## src/rtl/fpexp_align.sv

```systemverilog
// Exponent-alignment sequencer for the FP add/subtract path: compares the T and C exponents,
// picks the operand to denormalise and issues one right-shift request per accepted cycle.
module fpexp_align #(
    parameter int unsigned EXP_W  = 8,
    parameter int unsigned MANT_W = 40,
    parameter int unsigned CNT_W  = $clog2(MANT_W + 1)
) (
    input  logic             clk,
    input  logic             rst_n,
    input  logic             start_i,
    input  logic             abort_i,
    input  logic [EXP_W-1:0] exp_t_i,
    input  logic [EXP_W-1:0] exp_c_i,
    input  logic             zero_t_i,
    input  logic             zero_c_i,
    input  logic             shift_rdy_i,
    output logic             busy_o,
    output logic             shift_t_o,
    output logic             shift_c_o,
    output logic             done_o,
    output logic             g_o,
    output logic             wdt_o,
    output logic             wt_o,
    output logic [CNT_W-1:0] cnt_o,
    output logic [EXP_W-1:0] exp_r_o
);

    typedef enum logic [1:0] {StIdle, StCalc, StShift, StDone} state_e;

    state_e           state_q;
    logic [EXP_W-1:0] exp_t_q, exp_c_q, exp_r_q;
    logic             zero_t_q, zero_c_q;
    logic [EXP_W:0]   diff_d, diff_q, diff_mag;
    logic             too_far;
    logic [CNT_W-1:0] cnt_q;
    logic             g_q, wdt_q, wt_q;

    // One extra bit keeps the sign-extended difference exact for any exponent pair.
    assign diff_d   = {exp_t_i[EXP_W-1], exp_t_i} - {exp_c_i[EXP_W-1], exp_c_i};
    assign diff_mag = diff_q[EXP_W] ? (~diff_q + 1'b1) : diff_q;
    assign too_far  = 32'(diff_mag) >= MANT_W;

    always_ff @(posedge clk or negedge rst_n) begin
        if (!rst_n) begin
            state_q  <= StIdle;
            exp_t_q  <= '0;
            exp_c_q  <= '0;
            zero_t_q <= 1'b0;
            zero_c_q <= 1'b0;
            diff_q   <= '0;
            cnt_q    <= '0;
            g_q      <= 1'b0;
            wdt_q    <= 1'b0;
            wt_q     <= 1'b0;
            exp_r_q  <= '0;
        end else if (abort_i) begin
            state_q <= StIdle;
            cnt_q   <= '0;
        end else begin
            unique case (state_q)
                StIdle: begin
                    if (start_i) begin
                        exp_t_q  <= exp_t_i;
                        exp_c_q  <= exp_c_i;
                        zero_t_q <= zero_t_i;
                        zero_c_q <= zero_c_i;
                        diff_q   <= diff_d;
                        state_q  <= StCalc;
                    end
                end
                StCalc: begin
                    state_q <= StDone;
                    cnt_q   <= '0;
                    if (zero_c_q) begin
                        g_q     <= 1'b1;
                        wt_q    <= 1'b1;
                        wdt_q   <= 1'b0;
                        exp_r_q <= exp_t_q;
                    end else if (zero_t_q) begin
                        g_q     <= 1'b1;
                        wt_q    <= 1'b0;
                        wdt_q   <= 1'b1;
                        exp_r_q <= exp_c_q;
                    end else if (diff_q == '0) begin
                        g_q     <= 1'b0;
                        wt_q    <= 1'b0;
                        wdt_q   <= 1'b0;
                        exp_r_q <= exp_t_q;
                    end else if (!diff_q[EXP_W]) begin
                        // T is larger: C gets denormalised, or T passes straight through.
                        wdt_q   <= 1'b0;
                        exp_r_q <= exp_t_q;
                        g_q     <= too_far;
                        wt_q    <= too_far;
                        if (!too_far) begin
                            cnt_q   <= CNT_W'(diff_mag);
                            state_q <= StShift;
                        end
                    end else begin
                        wdt_q   <= 1'b1;
                        exp_r_q <= exp_c_q;
                        g_q     <= too_far;
                        wt_q    <= 1'b0;
                        if (!too_far) begin
                            cnt_q   <= CNT_W'(diff_mag);
                            state_q <= StShift;
                        end
                    end
                end
                StShift: begin
                    if (shift_rdy_i) begin
                        cnt_q <= cnt_q - CNT_W'(1);
                        if (cnt_q == CNT_W'(1)) begin
                            state_q <= StDone;
                        end
                    end
                end
                StDone: begin
                    state_q <= StIdle;
                end
                default: begin
                    state_q <= StIdle;
                end
            endcase
        end
    end

    assign busy_o    = state_q != StIdle;
    assign done_o    = (state_q == StDone) && !abort_i;
    assign shift_t_o = (state_q == StShift) && wdt_q && shift_rdy_i && !abort_i;
    assign shift_c_o = (state_q == StShift) && !wdt_q && shift_rdy_i && !abort_i;
    assign g_o       = g_q;
    assign wdt_o     = wdt_q;
    assign wt_o      = wt_q;
    assign cnt_o     = cnt_q;
    assign exp_r_o   = exp_r_q;

endmodule

```

## config.mk

```make
export PLATFORM = sky130hd
export DESIGN_NAME = fpexp_align
export DESIGN_NICKNAME = d
export VERILOG_FILES = /design/src/rtl/fpexp_align.sv
export SDC_FILE = /design/constraint.sdc
export NUM_CORES = 1
export LEC_CHECK = 0
export ABC_AREA = 0
export CAP_MARGIN = 30
export CORE_AREA = 2 2 75 77
export DETAILED_ROUTE_END_ITERATION = 12
export DIE_AREA = 0 0 77 79
export PLACE_DENSITY = 0.77
export SYNTH_ARGS = -nofsm -noshare
export SYNTH_HDL_FRONTEND = slang
export SYNTH_SLANG_ARGS = --single-unit
```

## constraint.sdc

```tcl
create_clock -name clk -period 2.2 [get_ports clk]
set_input_delay 0.55 -clock clk [delete_from_list [all_inputs] [get_ports clk]]
set_output_delay 0.55 -clock clk [all_outputs]
set_load 0.02 [all_outputs]
```

==> results.toml, run 1 <==
[status]
status = "complete, no violations"

[global_route]
use_met2_pct = 39.0
grt_usage_pct = 20.7
met3_usage_pct = 4.43
top_usage_layer = "met2"
grt-ovfl-total = 0
use_met1_pct = 23.5
grt_start_max_net_pins = 47
antenna_found_initial = 0
grt_pass1_vias = 2328
grt_pass1_wl_mm = 10.1

[timing]
worst_pin_slew_ps = 461
max_freq_mhz = 462
clock_skew_ps = 7.82
drv_slew = 0
timing.final.crit_period_ps = 2170
final_hold_viol_count = 0
grt_setup_unrepaired = "true"
setup_viol = 0
maxSlewHeadroom_pct = 69.2
fin_crit_sh_pct = 98.4

[floorplanning]
rows = 27
ios = 44
core_sq_um = 5340
dieArea_sq_um = 6080
die_x_um = 77
initial_utilization_pct = 50.2
die-height_um = 79

[clock_tree]
cts-root-buf = "clkbuf_8"
clock_latency_ps = 300
cts_hold_buf = 0
cts_tree = "done"
cts_buffer_depth = 2
cts_made_buffers = 5
cts_num_sinks = 46
clk_pin_slew_ps = 80
cts.htree.levels = 2

[final_layout]
syn_to_final_growth_pct = 35.4
antenna_cells = 0
drive_gt1_share_pct = 22.9
nets = 390
final_cell_area_sq_um = 3630
multi_input_area_sq_um = 1510
final-seq-area_sq_um = 1150
fillCellCount = 434

[synth]
ys.flop_type = "dfrtp_1"
yosys.area.top_type = "dfrtp_1"
synth.ff_latch_count = 46
synth_area_leaders = "dfrtp_1 43%, ha_1 7.5%, o21ai_0 5.8%, nand2_1 5.0%, mux2i_1 4.5%"
synth.distinct_cells = 43
syn_area_per_cell_sq_um = 9.61
syn_inst = 279
yosysSeqAreaShare_pct = 43.0
syn-num-nets = 319
synth_top_area_share_pct = 43.0
async_reset_ff_share_pct = 100
synth_edf_count = 0
yosys_warnings = 0
syn_area_sq_um = 2680

[route]
avgRoutedWirePerCell_um = 14.2
antenna_left = 0
viasPerCell = 5.32
drt_iter0_drc = 99
drcViolationCount = 0
vias = 2247
drtPass1Iterations = 4
totalWireLength_mm = 5.99

[worst_setup_path]
max_stage_delay_ps = 400
cp-end-kind = "register"
cp-start-kind = "register"
arrival_ps = 2370
critical-path-slowest-cell = "dfrtp_1"
path_cells = "buf_4 > or3_4 > mux2i_2 > o31ai_2 > nor4_4 > nand2_4 > o41ai_2"
path_class = "register to register"
crit_path_max_fanout = 7
worstPathRequired_ps = 2410

[flow_run]
maxCapViolations = 0

[power]
power.leakage_uw = 0.00171
p_per_area_nw_per_um2 = 1250
power_uw = 4520
ir_worst_vdd_mv = 0.724

[placed_design]
place.gp.congestion = 0.900
place_area_sq_um = 3380
io_buffers = 43
place_hpwl_mm = 4.26

[hold_path]
hold_path.class = "primary input to async pin"
## flip-flops by register name, indices dropped and copies added, names as in the netlist
register and cells:
diff_q 9, exp_c_q 8, exp_r_o 8, exp_t_q 8, cnt_o 6, state_q 2, g_o 1, wdt_o 1
wt_o 1, zero_c_q 1, zero_t_q 1
## final cells by class
type                    instances  area share [%]
clock inverters                 1           0.827
inverters                      21            2.17
repair buffers                 76            19.0
flip-flops and latches         46            31.7
well taps                      72            2.48
multi-input cells             200            41.5
clock buffers                   6            2.28
## stage by stage
step | TNS, ps | cells | setup slack, ps | util, % | hold slack (ps)
final | 0 | 422 | 34.2 | 68.0 | 209
after global routing | -484 | 422 | -81.3 | 68.0 | 222
after CTS | 0 | 417 | 11.4 | 65.7 | 220
after detailed placement | -3310 | 410 | -535 | 63.4 | 470
after global placement | -3000 | 410 | -518 | 63.4 | 462
after floorplan | 0 | 279 | 55.3 | - | 254
## worst paths after layout
kind	from	endpoint	slack, ps	cells past startpoint
setup / recovery	diff_q[1]	cnt_o[2]	30	7
hold / removal	rst_n	exp_t_q[5]	210	2
setup reg to reg	diff_q[1]	cnt_o[2]	30	7
hold reg to reg	exp_r_o[0]	exp_r_o[0]	480	2
max in group asynchronous	rst_n	exp_r_o[4]	1770	2
min in group clk	exp_r_o[0]	exp_r_o[0]	480	2
## layout by cell type, fill, tap and decap left out, types with 10 or more instances in the layout
cell type        synthesis  routed
ha_1                    16      14
mux2i_1                 12      11
o21ai_0                 31      29
nor2_1                  14      13
clkdlybuf4s50_1          0      35
dfrtp_1                 46      46
buf_4                    0      31
inv_1                   21      20
nand2_1                 36      36
mux2_2                  10      10
## what timing repair did
action | 4_1_cts | 5_1_grt
buffers inserted | 0 | 5
resized for setup | 16 | 20
pin swaps | 4 | 8
endpoints found under the setup margin | 9 | 14
## critical path: cells and delay by family (launching register included)
| family | cells | cell delay (ps) |
|---|---|---|
| simple gates | 3 | 880 |
| flops | 1 | 400 |
| compound gates | 2 | 400 |
| mux | 1 | 240 |
| buf+inv | 1 | 150 |
## report_power, final
group / internal [uW] / leakage (uW) / switching (uW)
Sequential: 1230 / 0.000570 / 313
Combinational: 1140 / 0.00108 / 1200
Clock: 363 / 0.0000573 / 277
Total: 2730 / 0.00171 / 1790
## cells by family after synthesis
kind of cell               count (synthesis)  share of synthesized area, %
xor gates and xnor gates                   7                          2.29
adders and majority gates                 17                          8.22
buffers and inverters                     33                          4.67
and+or+nand+nor                           83                          15.4
AOI/OAI and AO/OA                         71                          17.8
DFF                                       46                          43.0
muxes                                     22                          8.68
## synth_stat cells (all sizes together) (5+ instances only)
| cell type | number |
|---|---|
| xor2 | 5 |
| clkbuf | 10 |
| o21ai | 31 |
| mux2 | 10 |
| nand2 | 37 |
| ha | 16 |
| dfrtp | 46 |
| o41ai | 7 |
| inv | 21 |
| nor3 | 8 |
| a21oi | 9 |
| o31ai | 5 |
| mux2i | 12 |
| nor2 | 14 |
## metal layers
layer  share of wire [%]  vias up
li1                    -     1126
met1                  43     1064
met2                  52       52
met3                 3.6        5
met4                 1.1        0
met5                   0        -
Note: power is estimated with default switching activity, not from simulation.
==> inputs of run 2 (changes only) <==
GPL_ROUTABILITY_DRIVEN = 0   (was not set)
SKIP_LAST_GASP = 1   (was not set)
==> run 2 against run 1 <==
Compared with the run above: critical path depth stayed put; via count is 0.18% higher; clock power hardly changed; largest power group unchanged; sequential share of layout area is 0.16 points lower; critical endpoint is now cnt_o[5]; combinational power is 2% higher.
==> results.toml, run 2 (synthesized netlist as in run 1, its figures left out) <==
[final_layout]
layout_common_cells = "46 x dfrtp_1, 36 x nand2_1, 34 x clkdlybuf4s50_1"
drive_gt1_share_pct = 22.9
top_register = "diff_q"
antenna_cells = 0
final_util_pct = 68.4
nets = 390
largest_reg_flops = 9
final_common_cell = "dfrtp_1"
syn_to_final_growth_pct = 36.1

[timing]
maxSlewHeadroom_pct = 71.7
grt_setup_unrepaired = "true"
final_hold_viol_count = 0
timing.final.crit_period_ps = 2170
drv_slew = 0
max_freq_mhz = 461
tns_ps = 0
worst_pin_slew_ps = 425
fin_crit_sh_pct = 98.5
setup_viol = 0
hold_slack_ps = 210
clock_skew_ps = 9.07

[power]
ir_worst_vdd_mv = 0.721
power.leakage_uw = 0.00173
p_per_area_nw_per_um2 = 1250
power_uw = 4570

[placed_design]
place_hpwl_mm = 4.26
io_buffers = 43

[worst_setup_path]
worstSetupPathDepth = 7
cp-end-kind = "register"
arrival_ps = 2360
r2r-start = "diff_q[1]"
path_class = "register to register"
crit_buf_inv = 1
crit_family = "simple AND/OR/NAND/NOR gates"
crit_path_max_fanout = 7
critical-path-slowest-cell = "dfrtp_1"
rr_worst_depth = 7
cp-start-kind = "register"
r2r-end = "cnt_o[5]"
max_stage_delay_ps = 410
path_cells = "buf_4 > or3_4 > mux2i_4 > o31ai_2 > nor4_4 > nand2_4 > o41ai_2"
worstPathRequired_ps = 2400
rrSetupSlack_ps = 30

[floorplanning]
ios = 44
dieArea_sq_um = 6080
rows = 27
die-height_um = 79
core_sq_um = 5340
initial_utilization_pct = 50.2
die_x_um = 77

[global_route]
grt_start_max_net_pins = 47
grt-ovfl-total = 0
antenna_found_initial = 0
grt_pass1_vias = 2328
grt_pass1_wl_mm = 10.1
grt_usage_pct = 20.7

[status]
status = "complete, no violations"

[clock_tree]
cts_made_buffers = 5
cts_tree = "done"
cts_hold_buf = 0
clock_latency_ps = 300
cts.htree.levels = 2
cts_num_sinks = 46
cts-root-buf = "clkbuf_8"
clk_pin_slew_ps = 80
cts_buffer_depth = 2

[route]
antenna_left = 0
drtPass1Iterations = 4
drcViolationCount = 0
vias = 2251
totalWireLength_mm = 6.08
viasPerCell = 5.33
drt_iter0_drc = 84
avgRoutedWirePerCell_um = 14.4

[hold_path]
hold_path.class = "primary input to async pin"

[flow_run]
maxCapViolations = 0
## run 2: worst max-delay path by stage
stage	start	end	slack [ps]
2_1_floorplan	exp_t_i[0]	diff_q[4]	60
3_3_place_gp	exp_t_i[0]	diff_q[4]	-520
3_5_place_dp	exp_t_i[0]	diff_q[4]	-540
4_1_cts	shift_rdy_i	shift_t_o	-60
5_1_grt	diff_q[1]	wt_o	-80
6_report	diff_q[1]	cnt_o[5]	30
## run 2: stage by stage
| stage | setup WS (ps) | instances | instance area [sq um] |
|---|---|---|---|
| after floorplan | 55.3 | 279 | 2680 |
| after global placement | -518 | 410 | 3380 |
| after detailed placement | -535 | 410 | 3380 |
| after CTS | -57.0 | 417 | 3500 |
| after global routing | -83.2 | 422 | 3650 |
| final | 32.3 | 422 | 3650 |
## run 2: what timing repair did
item                       in CTS  in global routing
pin swaps                       4                 11
setup endpoints to repair       9                 14
gates resized for setup        14                 23
setup buffers                   0                  5
## run 2: area by class of cell
| cell class | instances | area (sq um) |
|---|---|---|
| clock buffers | 6 | 82.6 |
| well taps | 72 | 90.1 |
| repair buffers | 76 | 692 |
| fillers | 429 | 1690 |
| clock inverters | 1 | 30.0 |
| multi-input cells | 200 | 1520 |
| inverters | 21 | 78.8 |
| flip-flops and latches | 46 | 1150 |
## run 2: where the power goes
part	internal [uW]	total, uW	switching, uW
Clock	363	639	275
Combinational	1160	2390	1230
Sequential	1230	1540	315
Total	2750	4570	1820
## run 2: worst register-to-register path, cell delays in order (launching register included)
cell     delay, ps
dfrtp_1        410
buf_4          150
or3_4          410
mux2i_4        200
o31ai_2         90
nor4_4         350
nand2_4        150
o41ai_2        320
## run 2: per-layer routing
metal	global-route usage (%)	part of all wire, %
met1	23.5	42
met2	39.0	53
met3	4.43	3.7
met4	6.25	0.97
met5	0	0
==> inputs of run 3 (changes only) <==
CORE_AREA = 2 2 78 80   (was 2 2 75 77)
DIE_AREA = 0 0 80 82   (was 0 0 77 79)
PLACE_DENSITY = 0.75   (was 0.77)
clock period = 1.8 ns   (was 2.2 ns; I/O delays follow)
==> run 3 against run 2 <==
Compared with the run above: the run now ends with negative setup slack left; first-iteration DRC count fell by 1.2%; critical path depth fell by 1; clock power rose by 0.9%; core utilization rose by 1.4 points; worst hold slack got worse by 140 ps; combinational power rose by 46%; global-route usage rose by 1.1 points; critical endpoint is now cnt_o[4]; largest cell class unchanged; highest routed layer unchanged.
==> results.toml, run 3 (synthesized netlist as in run 1, its figures left out) <==
[route]
avgRoutedWirePerCell_um = 14.6
antenna_left = 0
vias = 2390
viasPerCell = 5.24
totalWireLength_mm = 6.68
drcViolationCount = 0
drt_iter0_drc = 83
drtPass1Iterations = 4

[timing]
timing.final.crit_period_ps = 1990
grt_setup_unrepaired = "true"
drv_slew = 0
worst_pin_slew_ps = 451
maxSlewHeadroom_pct = 69.9
clock_skew_ps = 10.7
setup_viol = 10
max_freq_mhz = 502
final.setup.worst_slack_ps = -190
fin_crit_sh_pct = 111
final_hold_viol_count = 0

[worst_setup_path]
crit_path_max_fanout = 7
rrSetupSlack_ps = -190
startpoint = "diff_q[0]"
path_class = "register to register"
r2r-start = "diff_q[0]"
path_cells = "or3_4 > mux2i_4 > a221oi_2 > nor4_4 > nand2_4 > o41ai_2"
cp-end-kind = "register"
max_stage_delay_ps = 440
arrival_ps = 2190
critical-path-slowest-cell = "or3_4"
cp-start-kind = "register"
r2r-end = "cnt_o[4]"
rr_worst_depth = 6
worstPathRequired_ps = 2000

[power]
switching_share_pct = 40.9
pwr-share-comb_pct = 58.3
switchingPower_uw = 2440
power.leakage_uw = 0.00193
power_frac_seq_pct = 30.8
pwr-share-clk_pct = 10.8
ir_worst_vdd_mv = 0.904
p_per_area_nw_per_um2 = 1490
p_int_uw = 3520

[clock_tree]
cts_tree = "done"
cts_buffer_depth = 2
clk_pin_slew_ps = 90
cts_num_sinks = 46
cts-root-buf = "clkbuf_8"
clock_latency_ps = 310
cts_hold_buf = 0
cts_made_buffers = 5
cts.htree.levels = 2

[floorplanning]
dieArea_sq_um = 6560
ios = 44
die-height_um = 82
rows = 28
initial_utilization_pct = 46.6
core_sq_um = 5750
die_x_um = 80

[global_route]
use_met1_pct = 23.8
grt_start_max_net_pins = 33
grt_pass1_wl_mm = 11.1
grt_pass1_vias = 2498
met3_usage_pct = 4.29
use_met2_pct = 42.3
top_usage_layer = "met2"
antenna_found_initial = 0
grt_usage_pct = 21.8
grt-ovfl-total = 0

[final_layout]
final_common_cell = "buf_4"
antenna_cells = 0
largest_reg_flops = 9
final_util_pct = 69.8
top_register = "diff_q"
fin_cells = 456
layout_common_cells = "63 x buf_4, 46 x dfrtp_1, 36 x nand2_1"
syn_to_final_growth_pct = 49.6
drive_gt1_share_pct = 37.0
nets = 420

[status]
violations = "negative setup slack"
status = "complete, but fails checks"

[hold_path]
hold_path.class = "primary input to async pin"

[flow_run]
maxCapViolations = 0

[placed_design]
post-place-cells = 443
place_hpwl_mm = 4.95
io_buffers = 43
dp_slack_ps = -853
## run 3: cell count changes in the layout (fill, tap and decap cells not counted), sizes merged
cell           previous run  this run
clkdlybuf4s50            34        22
dlygate4sd2               3         9
clkinv                    0         2
clkinvlp                  0         1
bufinv                    1         0
clkbuf                    8         6
buf                      34        71
## run 3: per-stage QoR
| step | total power, uW | setup TNS, ps | instance area, sq um | hold slack [ps] |
|---|---|---|---|---|
| after floorplan | 3750 | -376 | 2820 | 154 |
| after global placement | 5040 | -10220 | 3750 | 414 |
| after detailed placement | 5170 | -11710 | 3750 | 421 |
| after CTS | 5900 | -1490 | 3920 | 81.4 |
| after global routing | 6410 | -2440 | 4010 | 104 |
| final | 5960 | -1650 | 4010 | 72.7 |
## run 3: layout make-up
class                      count  area [sq um]
clock inverter                 3          21.3
timing repair buffer         106           897
tap                           75          93.8
inverter                      21           104
sequential                    46          1150
clock buffer                   5          68.8
multi-input combinational    200          1670
fill                         448          1740
## run 3: routing by layer
layer	wire (um)	part of all wire, %
met5	0	0
met4	140	2.1
met3	238	3.6
met2	3520	53
met1	2780	42
## run 3: worst max path at each step
stage,end,slack [ps]
6_report,cnt_o[4],-190
5_1_grt,cnt_o[1],-270
4_1_cts,shift_t_o,-190
3_5_place_dp,diff_q[4],-850
3_3_place_gp,diff_q[4],-780
2_1_floorplan,diff_q[4],-60
## run 3: power groups by stage
stage	combinational [uW]	clock [uW]	sequential, uW
5_1_grt	3820	700	1890
2_1_floorplan	1760	0	1990
6_report	3480	645	1840
3_3_place_gp	3210	0	1830
4_1_cts	3410	659	1840
3_5_place_dp	3320	0	1860
## run 3: critical path: cells and delay by family (launching register included)
kind / cells / cell delay, ps
compound gates: 2 / 310
mux: 1 / 220
simple gates: 3 / 930
flops: 1 / 410
## run 3: what timing repair did
action	CTS	global route
setup buffers	4	4
resized for setup	55	28
setup endpoints to repair	24	21
endpoints found under the hold margin	0	0
pin swaps	10	9
